### src/rtl/alu_op_sequencer.sv
// Issue stage for the 8-bit ALU. Requests are buffered in a FIFO and executed one at a time.
// Each result is returned on a valid/ready port. Define ALU_OP_SEQUENCER_ERRCNT_EN to enable the saturating error counter.
module alu_op_sequencer #(
    parameter int DEPTH = 4,
    parameter int CNT_W = $clog2(DEPTH) + 1
) (
    input  logic             clk_i,
    input  logic             rst_ni,
    input  logic             req_valid_i,
    output logic             req_ready_o,
    input  logic [7:0]       req_data0_i,
    input  logic [7:0]       req_data1_i,
    input  logic [3:0]       req_ctrl_i,
    output logic [7:0]       alu_data0_o,
    output logic [7:0]       alu_data1_o,
    output logic [3:0]       alu_ctrl_o,
    input  logic [7:0]       alu_result_i,
    output logic             rsp_valid_o,
    input  logic             rsp_ready_i,
    output logic [7:0]       rsp_result_o,
    output logic [3:0]       rsp_ctrl_o,
    output logic             rsp_err_o,
    output logic             busy_o,
    output logic [CNT_W-1:0] count_o,
    output logic [7:0]       err_cnt_o
);

    localparam int PTR_W = (DEPTH > 1) ? $clog2(DEPTH) : 1;
    localparam logic [3:0] OP_DIV  = 4'b0011;
    localparam logic [3:0] OP_MOD  = 4'b0100;
    localparam logic [3:0] OP_LAST = 4'b0100;

    typedef enum logic [1:0] {
        IDLE,
        EXEC,
        RESP
    } state_t;

    function automatic logic op_err(input logic [3:0] ctrl, input logic [7:0] d1);
        if (ctrl > OP_LAST)
            return 1'b1;
        if ((ctrl == OP_DIV || ctrl == OP_MOD) && d1 == 8'h00)
            return 1'b1;
        return 1'b0;
    endfunction

    // Error cases override whatever the ALU produced for that operand pair.
    function automatic logic [7:0] op_result(input logic [3:0] ctrl, input logic [7:0] d1,
                                             input logic [7:0] alu_res);
        if (ctrl > OP_LAST)
            return 8'h00;
        if ((ctrl == OP_DIV || ctrl == OP_MOD) && d1 == 8'h00)
            return 8'hFF;
        return alu_res;
    endfunction

    state_t           state;
    state_t           state_next;
    logic [19:0]      mem [DEPTH];
    logic [PTR_W-1:0] wr_ptr;
    logic [PTR_W-1:0] rd_ptr;
    logic [CNT_W-1:0] count;
    logic             push;
    logic             pop;
    logic             load_rsp;
    logic             rsp_ack;
    logic             fifo_empty;
    logic [19:0]      head;

    assign fifo_empty  = (count == '0);
    assign req_ready_o = (count != CNT_W'(DEPTH));
    assign push        = req_valid_i && req_ready_o;
    assign head        = mem[rd_ptr];
    assign count_o     = count;
    assign busy_o      = (state != IDLE) || !fifo_empty;

    always_ff @(posedge clk_i) begin
        if (push)
            mem[wr_ptr] <= {req_ctrl_i, req_data1_i, req_data0_i};
    end

    always_ff @(posedge clk_i or negedge rst_ni) begin
        if (!rst_ni) begin
            wr_ptr <= '0;
            rd_ptr <= '0;
            count  <= '0;
        end else begin
            if (push)
                wr_ptr <= wr_ptr + PTR_W'(1);
            if (pop)
                rd_ptr <= rd_ptr + PTR_W'(1);
            case ({push, pop})
                2'b10:   count <= count + CNT_W'(1);
                2'b01:   count <= count - CNT_W'(1);
                default: count <= count;
            endcase
        end
    end

    always_ff @(posedge clk_i or negedge rst_ni) begin
        if (!rst_ni)
            state <= IDLE;
        else
            state <= state_next;
    end

    // A response handshake in RESP may issue the next op on the same edge.
    always_comb begin
        state_next = state;
        pop        = 1'b0;
        load_rsp   = 1'b0;
        rsp_ack    = 1'b0;
        case (state)
            IDLE: begin
                if (!fifo_empty) begin
                    pop        = 1'b1;
                    state_next = EXEC;
                end
            end
            EXEC: begin
                load_rsp   = 1'b1;
                state_next = RESP;
            end
            RESP: begin
                if (rsp_ready_i) begin
                    rsp_ack = 1'b1;
                    if (!fifo_empty) begin
                        pop        = 1'b1;
                        state_next = EXEC;
                    end else begin
                        state_next = IDLE;
                    end
                end
            end
            default: state_next = IDLE;
        endcase
    end

    always_ff @(posedge clk_i or negedge rst_ni) begin
        if (!rst_ni) begin
            alu_data0_o <= 8'h00;
            alu_data1_o <= 8'h00;
            alu_ctrl_o  <= 4'h0;
        end else if (pop) begin
            alu_data0_o <= head[7:0];
            alu_data1_o <= head[15:8];
            alu_ctrl_o  <= head[19:16];
        end
    end

    always_ff @(posedge clk_i or negedge rst_ni) begin
        if (!rst_ni) begin
            rsp_valid_o  <= 1'b0;
            rsp_result_o <= 8'h00;
            rsp_ctrl_o   <= 4'h0;
            rsp_err_o    <= 1'b0;
        end else if (load_rsp) begin
            rsp_valid_o  <= 1'b1;
            rsp_result_o <= op_result(alu_ctrl_o, alu_data1_o, alu_result_i);
            rsp_ctrl_o   <= alu_ctrl_o;
            rsp_err_o    <= op_err(alu_ctrl_o, alu_data1_o);
        end else if (rsp_ack) begin
            rsp_valid_o  <= 1'b0;
        end
    end

`ifdef ALU_OP_SEQUENCER_ERRCNT_EN
    function automatic logic [7:0] sat_inc8(input logic [7:0] v);
        return (v == 8'hFF) ? v : v + 8'h01;
    endfunction

    logic [7:0] err_cnt;

    always_ff @(posedge clk_i or negedge rst_ni) begin
        if (!rst_ni)
            err_cnt <= 8'h00;
        else if (rsp_ack && rsp_err_o)
            err_cnt <= sat_inc8(err_cnt);
    end

    assign err_cnt_o = err_cnt;
`else
    assign err_cnt_o = 8'h00;
`endif

endmodule

### config.mk
export PLATFORM = sky130hd
export DESIGN_NAME = alu_op_sequencer
export DESIGN_NICKNAME = d
export VERILOG_FILES = /design/src/rtl/alu_op_sequencer.sv
export SDC_FILE = /design/constraint.sdc
export NUM_CORES = 1
export LEC_CHECK = 0
export CORE_UTILIZATION = 40
export CTS_BUF_LIST = sky130_fd_sc_hd__clkbuf_16
export DETAILED_ROUTE_END_ITERATION = 8
export SLEW_MARGIN = 20
export SYNTH_ARGS = -nofsm -noshare
export SYNTH_HDL_FRONTEND = slang
export SYNTH_SLANG_ARGS = --single-unit
### constraint.sdc
create_clock -name clk_i -period 3 [get_ports clk_i]
set_clock_uncertainty 0.15 [all_clocks]
set_input_delay 0.9 -clock clk_i [delete_from_list [all_inputs] [get_ports clk_i]]
set_output_delay 0.9 -clock clk_i [all_outputs]
set_load 0.1 [all_outputs]
==> out/qor.csv <==
stage,metric,value,unit
final_layout,most frequent cells in the layout,"edfxtp_1 (80), buf_4 (49), dfrtp_1 (42), clkdlybuf4s50_1 (30), mux2_2 (24)",
synthesis,yosys warns,0,
floorplanning,floorplan row count,39,
clock_tree,CTS tree,built,
global_routing,met2 usage,24.7,%
final_layout,filler instances,921,
timing,final setup fails,0,
floorplanning,Die W,112,µm
route,WL/cell,17.4,µm
timing,RSZ-0062 raised after global routing,no,
worst_setup_path,Worst setup EP type,register,
worst_setup_path,Worst R2R End,count_o[2],
clock_tree,clk buf depth,2,
job,max cap viols,0,
worst_setup_path,WP buf/inv,2,
clock_tree,Root Driver,clkbuf_16,
worst_setup_path,CP arrival,2.86,ns
worst_setup_path,Worst Setup EP,count_o[2],
global_routing,initial antenna violation count,0,
global_routing,Global Route Usage Sum,15.3,%
final_layout,final core occ,53.5,%
final_layout,"most common cell after layout, fill and taps aside",edfxtp_1,
timing,WHS,0.152,ns
worst_setup_path,CP Class,in -> reg,
worst_setup_path,cells along the critical path,"clkdlybuf4s50_1, and2b_1, nor3_4, ha_1, inv_1, fa_1, xor2_1, nor2_1, xor2_1",
global_routing,pin count of the biggest net entering global routing,25,
worst_setup_path,critical path's top delay family,adder cells,
run_status,status,finished with violations,
final_layout,register area,3480,µm²
synthesis,Synth area leader,edfxtp_1,
global_routing,met3 GRT Util,4.59,%
clock_tree,# resized after CTS,0,
floorplanning,Core ar.,11600,µm²
floorplanning,Starting Density,41.8,%
final_layout,"Net count, final",382,
worst_setup_path,Levels on crit path,9,
synthesis,main area contributors after synthesis,"edfxtp_1 (50%), dfrtp_1 (22%), mux4_2 (9.3%), mux2_2 (5.6%), a32oi_1 (1.6%)",
timing,Final min period,2.69,ns
placed_design,GPL Wtd Cong,0.717,
run_status,failing checks,design-rule violations,
final_layout,ANT cells,0,
placed_design,Final HPWL DP,5.47,mm
timing,Least-Margin Pin Slew,0.549,ns
synthesis,compound-cell area share of the yosys netlist,3.56,%
worst_setup_path,"Req. time, crit path",3.17,ns
synthesis,mux share of post-synthesis cell area,15.4,%
clock_tree,post-CTS setup buffers,0,
worst_setup_path,Crit path top cell by count,xor2_1,
synthesis,Avg Inst Size Synth,19.2,µm²
route,Routed WL,8.70,mm
synthesis,Post-Synth Adder-Cell Area,1.70,%
timing,Tcrit/Tclk final,89.8,%
synthesis,largest family of logic cells by synthesized area,multiplexers,
floorplanning,Die Y,112,µm
synthesis,Yosys top cell area share,49.5,%
floorplanning,I/O Pins,79,
route,Remaining DRCs,10,
clock_tree,htree depth,4,
timing,Final Max Slew Viols,0,
hold_path,Hold WC Path Type,in -> async,
worst_setup_path,CP max FO,3,
global_routing,first-pass GRT wire length,14.0,mm
clock_tree,clock-pin slew on the worst setup and hold paths,0.06,ns
route,post-route ant nets,0,
synthesis,post-synthesis cell count,252,
floorplanning,Die ar.,12600,µm²
clock_tree,total CTS buffers,17,
worst_setup_path,Critical Path Source Type,input pin,
route,DR iter-0 viols,126,
synthesis,post-synthesis xor/xnor area fraction,1.08,%
worst_setup_path,CP startpoint,rsp_ready_i,
timing,final hold violations,0,
final_layout,Syn-to-layout area delta,28.2,%
synthesis,post-synthesis cell type count,37,
worst_setup_path,Reg-to-Reg Start,count_o[1],
worst_setup_path,"Slowest-stage cell, CP",clkdlybuf4s50_1,
final_layout,area of the multi-input gates,1260,µm²
global_routing,most used routing layer,met2,
route,Vias/cell,5.05,
worst_setup_path,delay of the slowest critical-path stage,0.50,ns
synthesis,"Seq/Total Area, Yosys",71.7,%
worst_setup_path,R2R Setup Slk,0.57,ns
timing,Rel. slew slack,63.4,%
global_routing,Overflow after GRT,0,
synthesis,"FF+latch count, synth",123,
placed_design,dpl cells,468,
route,Pre-antenna DRT Iters,9,
final_layout,layout cells sized above 1,37.5,%
timing,Achievable Freq,371,MHz
worst_setup_path,Reg2Reg Depth,9,
global_routing,vias in the first global route,2553,
route,Vias,2525,
clock_tree,clk_lat worst skew,0.40,ns
clock_tree,CTS sink count,123,
global_routing,met1 Resource Use GR,19.1,%
synthesis,area of the mapped netlist,4850,µm²
synthesis,Synth Area in Simple Gates,3.61,%
clock_tree,CTS Hold Bufs,0,
placed_design,input/output buffers,70,
final_layout,Finished Layout Cells,500,
## worst min path at each step
| stage | startpoint | endpoint | slack, ns | cells past startpoint |
|---|---|---|---|---|
| global route | rst_ni | rsp_result_o[3] | 0.14 | 1 |
| finish | rst_ni | rsp_ctrl_o[2] | 0.15 | 1 |
| CTS | rst_ni | rsp_ctrl_o[2] | 0.14 | 1 |
| floorplan | wr_ptr[1] | wr_ptr[1] | 0.38 | 1 |
| detailed placement | rsp_result_o[0] | rsp_result_o[0] | 0.34 | 2 |
| global placement | rsp_result_o[4] | rsp_result_o[4] | 0.33 | 2 |
## cell type report
cell class / count / share of cell area [%]
flip-flops and latches: 123 / 56.0
clock inverters: 15 / 2.42
inverters: 8 / 0.483
well taps: 143 / 2.88
clock buffers: 17 / 6.84
multi-input cells: 113 / 20.2
repair buffers: 81 / 11.2
## stage by stage
stage                     instance area [µm²]  TNS (ns)  setup WS, ns
after detailed placement                 5640   -0.0890       -0.0890
after floorplan                          4880         0        0.0291
after global placement                   5640  -0.00444      -0.00444
after CTS                                6220         0         0.327
final                                    6220         0         0.306
after global routing                     6220         0         0.196
## cells by family (layout without fill, tap and decap cells)
logic type	Yosys count	count (layout)
other	1	8
adder cells (fa/ha/maj)	6	6
AO/OA/AOI/OAI	23	23
buffers and inverters	23	121
AND/OR/NAND/NOR	24	24
multiplexers	46	46
XOR/XNOR	6	6
flip-flops	123	123
## routing by layer
metal,vias to the layer above,part of all wire (%)
met3,12,4.6
li1,1161,-
met1,1284,44
met2,68,50
met5,-,0
met4,0,1.6
## worst register-to-register path: stages (launching register included)
cell     delay, ns
dfrtp_1       0.42
or3b_4        0.45
and2_4        0.19
inv_1         0.07
ha_1          0.17
inv_1         0.06
fa_1          0.37
xor2_1        0.17
nor2_1        0.11
xor2_1        0.19
## cell usage after synthesis
master,instances
nor3b_1,1
and3b_1,1
buf_4,10
conb_1,1
edfxtp_1,80
xor2_1,4
mux2_2,24
nor2_1,3
mux2_4,1
o21ai_2,1
nor4_1,1
a21oi_1,2
mux2i_1,1
nor3_4,1
ha_1,5
nor4b_1,1
fa_1,1
a32oi_1,9
o211ai_4,1
nand2b_1,2
nor3_2,1
o21ai_0,9
dfrtp_1,43
mux4_2,20
and2_4,1
nand3_1,1
and2b_1,1
o2111ai_1,1
xnor2_1,2
nor3b_4,1
inv_1,8
buf_6,2
nand2_1,2
and3_1,4
clkbuf_1,3
or3b_4,1
nor3_1,2
## flip-flops by register name, indices dropped and copies added, names as in the netlist
signal and count:
alu_ctrl_o 4, alu_data0_o 8, alu_data1_o 8, count_o 3
mem 80, rd_ptr 2, rsp_ctrl_o 4, rsp_err_o 1
rsp_result_o 8, rsp_valid_o 1, state 2, wr_ptr 2
Power is not shown: default switching activity piles up to over one toggle a cycle in this logic, so the estimate is an artifact.
==> edit: new RTL, config.mk and constraints unchanged <==
The option `ALU_OP_SEQUENCER_ERRCNT_EN` is turned on by a define.
--- a/src/rtl/alu_op_sequencer.sv
+++ b/src/rtl/alu_op_sequencer.sv
@@ -1,5 +1,7 @@
 // Issue stage for the 8-bit ALU. Requests are buffered in a FIFO and executed one at a time.
 // Each result is returned on a valid/ready port. Define ALU_OP_SEQUENCER_ERRCNT_EN to enable the saturating error counter.
+`define ALU_OP_SEQUENCER_ERRCNT_EN
+
 module alu_op_sequencer #(
     parameter int DEPTH = 4,
     parameter int CNT_W = $clog2(DEPTH) + 1
Check against the original RTL: not equivalent (a bounded check fails within 10 cycles, from zero or initial values and one cycle with rst_ni low).
==> edit against the unedited design <==
  * Synthesized area increased by 7.1%
  * First-iteration DRC count decreased by 25%
  * Worst setup slack got worse by 0.0081 ns
  * Die area increased by 7.0%
  * Sequential cell count increased by 8
  * Non-clock buffer count increased by 7
  * Routed wire length increased by 12%
  * Final area increased by 7.5%
  * Critical path depth decreased by 6
  * Final cell count increased by 13%
  * Via count increased by 12%
  * Largest cell class unchanged
Power is not shown: default switching activity piles up to over one toggle a cycle in this logic, so the estimate is an artifact.
==> edit: results (changes against the unedited design) <==
stage,metric,value,unit,change
logic_synthesis,Synth Flop Type,edfxtp_1,,
clock_network,worst skew pair latency,0.41,ns,
critical_path,reg2reg path depth,6,,-3
critical_path,RR Startpoint,count_o[0],,
run_status,status,finished clean,,
placement,GPL Wtd Cong,0.731,,+1.9%
finish,share of layout cells above drive strength 1,36.2,%,-1.3 points
clock_network,Root Buffer,clkbuf_16,,
global_routing,antenna violations before repair,0,,unchanged
worst_hold_path,worst min-delay path class,in -> async,,
critical_path,CP max-delay cell,dfrtp_2,,
critical_path,CP max stage delay,0.45,ns,-0.05 ns
global_routing,first-pass GRT wire length,15600,microns,+11%
finish,Largest Register,mem,,
clock_network,Clock Path Buffers,2,,unchanged
logic_synthesis,Post-synth top cells,"edfxtp_1, dfrtp_1, mux2_2",,
global_routing,Tot GR Track Use,16.2,%,+0.90 points
global_routing,vias in the first global route,2877,,+13%
route,Pre-antenna DRT Iters,4,,-5
logic_synthesis,Yosys Warn Count,0,,unchanged
critical_path,WP data arrival,1.65,ns,-1.21 ns
clock_network,H-tree depth,4,,unchanged
timing,Worst Tran Pin Value,0.669,ns,+0.120 ns
critical_path,worst reg-to-reg setup slack,0.70,ns,+0.13 ns
clock_network,TritonCTS buffer count,17,,unchanged
critical_path,crit-path max FO,5,,+2
critical_path,Top delay family on crit path,simple AND/OR/NAND/NOR gates,,
clock_network,Worst-path clk slew,0.05,ns,
logic_synthesis,Async SR Flop Fraction,38.9,%,+4.0 points
finish,Final #Nets,419,,+9.7%
logic_synthesis,largest cells by area after synthesis,"edfxtp_1, dfrtp_1, mux4_2",,
logic_synthesis,Syn Nets,322,,
floorplan,Rows,41,,+5.1%
route,Starting DRT DRC Count,95,,-25%
logic_synthesis,share of the yosys chip area belonging to registers,70.8,%,-0.93 points
placement,Post-DP HPWL,6050,microns,+11%
placement,I/O Buffers,78,,+11%
logic_synthesis,Post-synth EDFFs,80,,unchanged
critical_path,worst r2r dst,count_o[1],,
logic_synthesis,Unique masters post-synth,43,,+16%
route,WL final,9790,microns,+12%
global_routing,pin count of the biggest net entering global routing,32,,+28%
finish,number of flip-flops in the largest register,80,,unchanged
finish,ANT cells,0,,unchanged
clock_network,"Setup Fix Bufs, Post-CTS",0,,unchanged
route,via count,2833,,+12%
## edit: layout make-up
class | count | area [sq um]
fillers | 1079 | 5930
flip-flops and latches | 131 | 3680
multi-input cells | 135 | 1420
repair buffers | 88 | 746
clock buffers | 17 | 425
well taps | 172 | 215
clock inverters | 14 | 171
inverters | 7 | 26.3
## edit: metrics by stage
step / cells / cell area, sq um / worst slack (ns) / utilization (%) / hold WS [ns]
after detailed placement: 533 / 6090 / 0.0372 / 48.2 / 0.337
after CTS: 564 / 6690 / 0.270 / 53.0 / 0.306
after global routing: 564 / 6690 / 0.230 / 53.0 / 0.339
after global placement: 533 / 6090 / 0.0654 / 48.2 / 0.327
after floorplan: 283 / 5200 / 0.00678 / - / 0.385
final: 564 / 6690 / 0.298 / 53.0 / 0.310
## edit: kinds of logic (layout without fill, tap and decap cells)
logic type	after synthesis	after routing	synth area share, %
xor gates and xnor gates	8	8	1.35
muxes	50	50	15.2
adders and majority gates	7	7	1.83
buffers and inverters	17	126	1.85
DFF	131	131	70.8
AOI/OAI and AO/OA	30	30	3.78
and+or+nand+nor	40	40	5.15
## edit: layer usage
metal	vias to the layer above	GRT usage, %	part of all wire, %
li1	1302	-	-
met1	1447	19.2	43
met2	67	27.2	51
met3	17	4.71	3.8
met4	0	7.52	2.0
met5	-	0	0
## edit: worst register-to-register path, cell delays in order, from the launching register on
cell	delay (ns)
dfrtp_2	0.45
or3b_4	0.45
and2_4	0.19
inv_1	0.05
ha_1	0.19
fa_1	0.43
mux2_2	0.27
## edit: how the worst max path moves through the flow
stage                      from          to  cells past startpoint
floorplan            count_o[2]  count_o[1]                      6
global placement    rsp_ready_i  count_o[1]                      6
detailed placement  rsp_ready_i  count_o[1]                      6
CTS                  count_o[0]      busy_o                      3
global route         count_o[0]      busy_o                      3
finish               count_o[0]      busy_o                      3
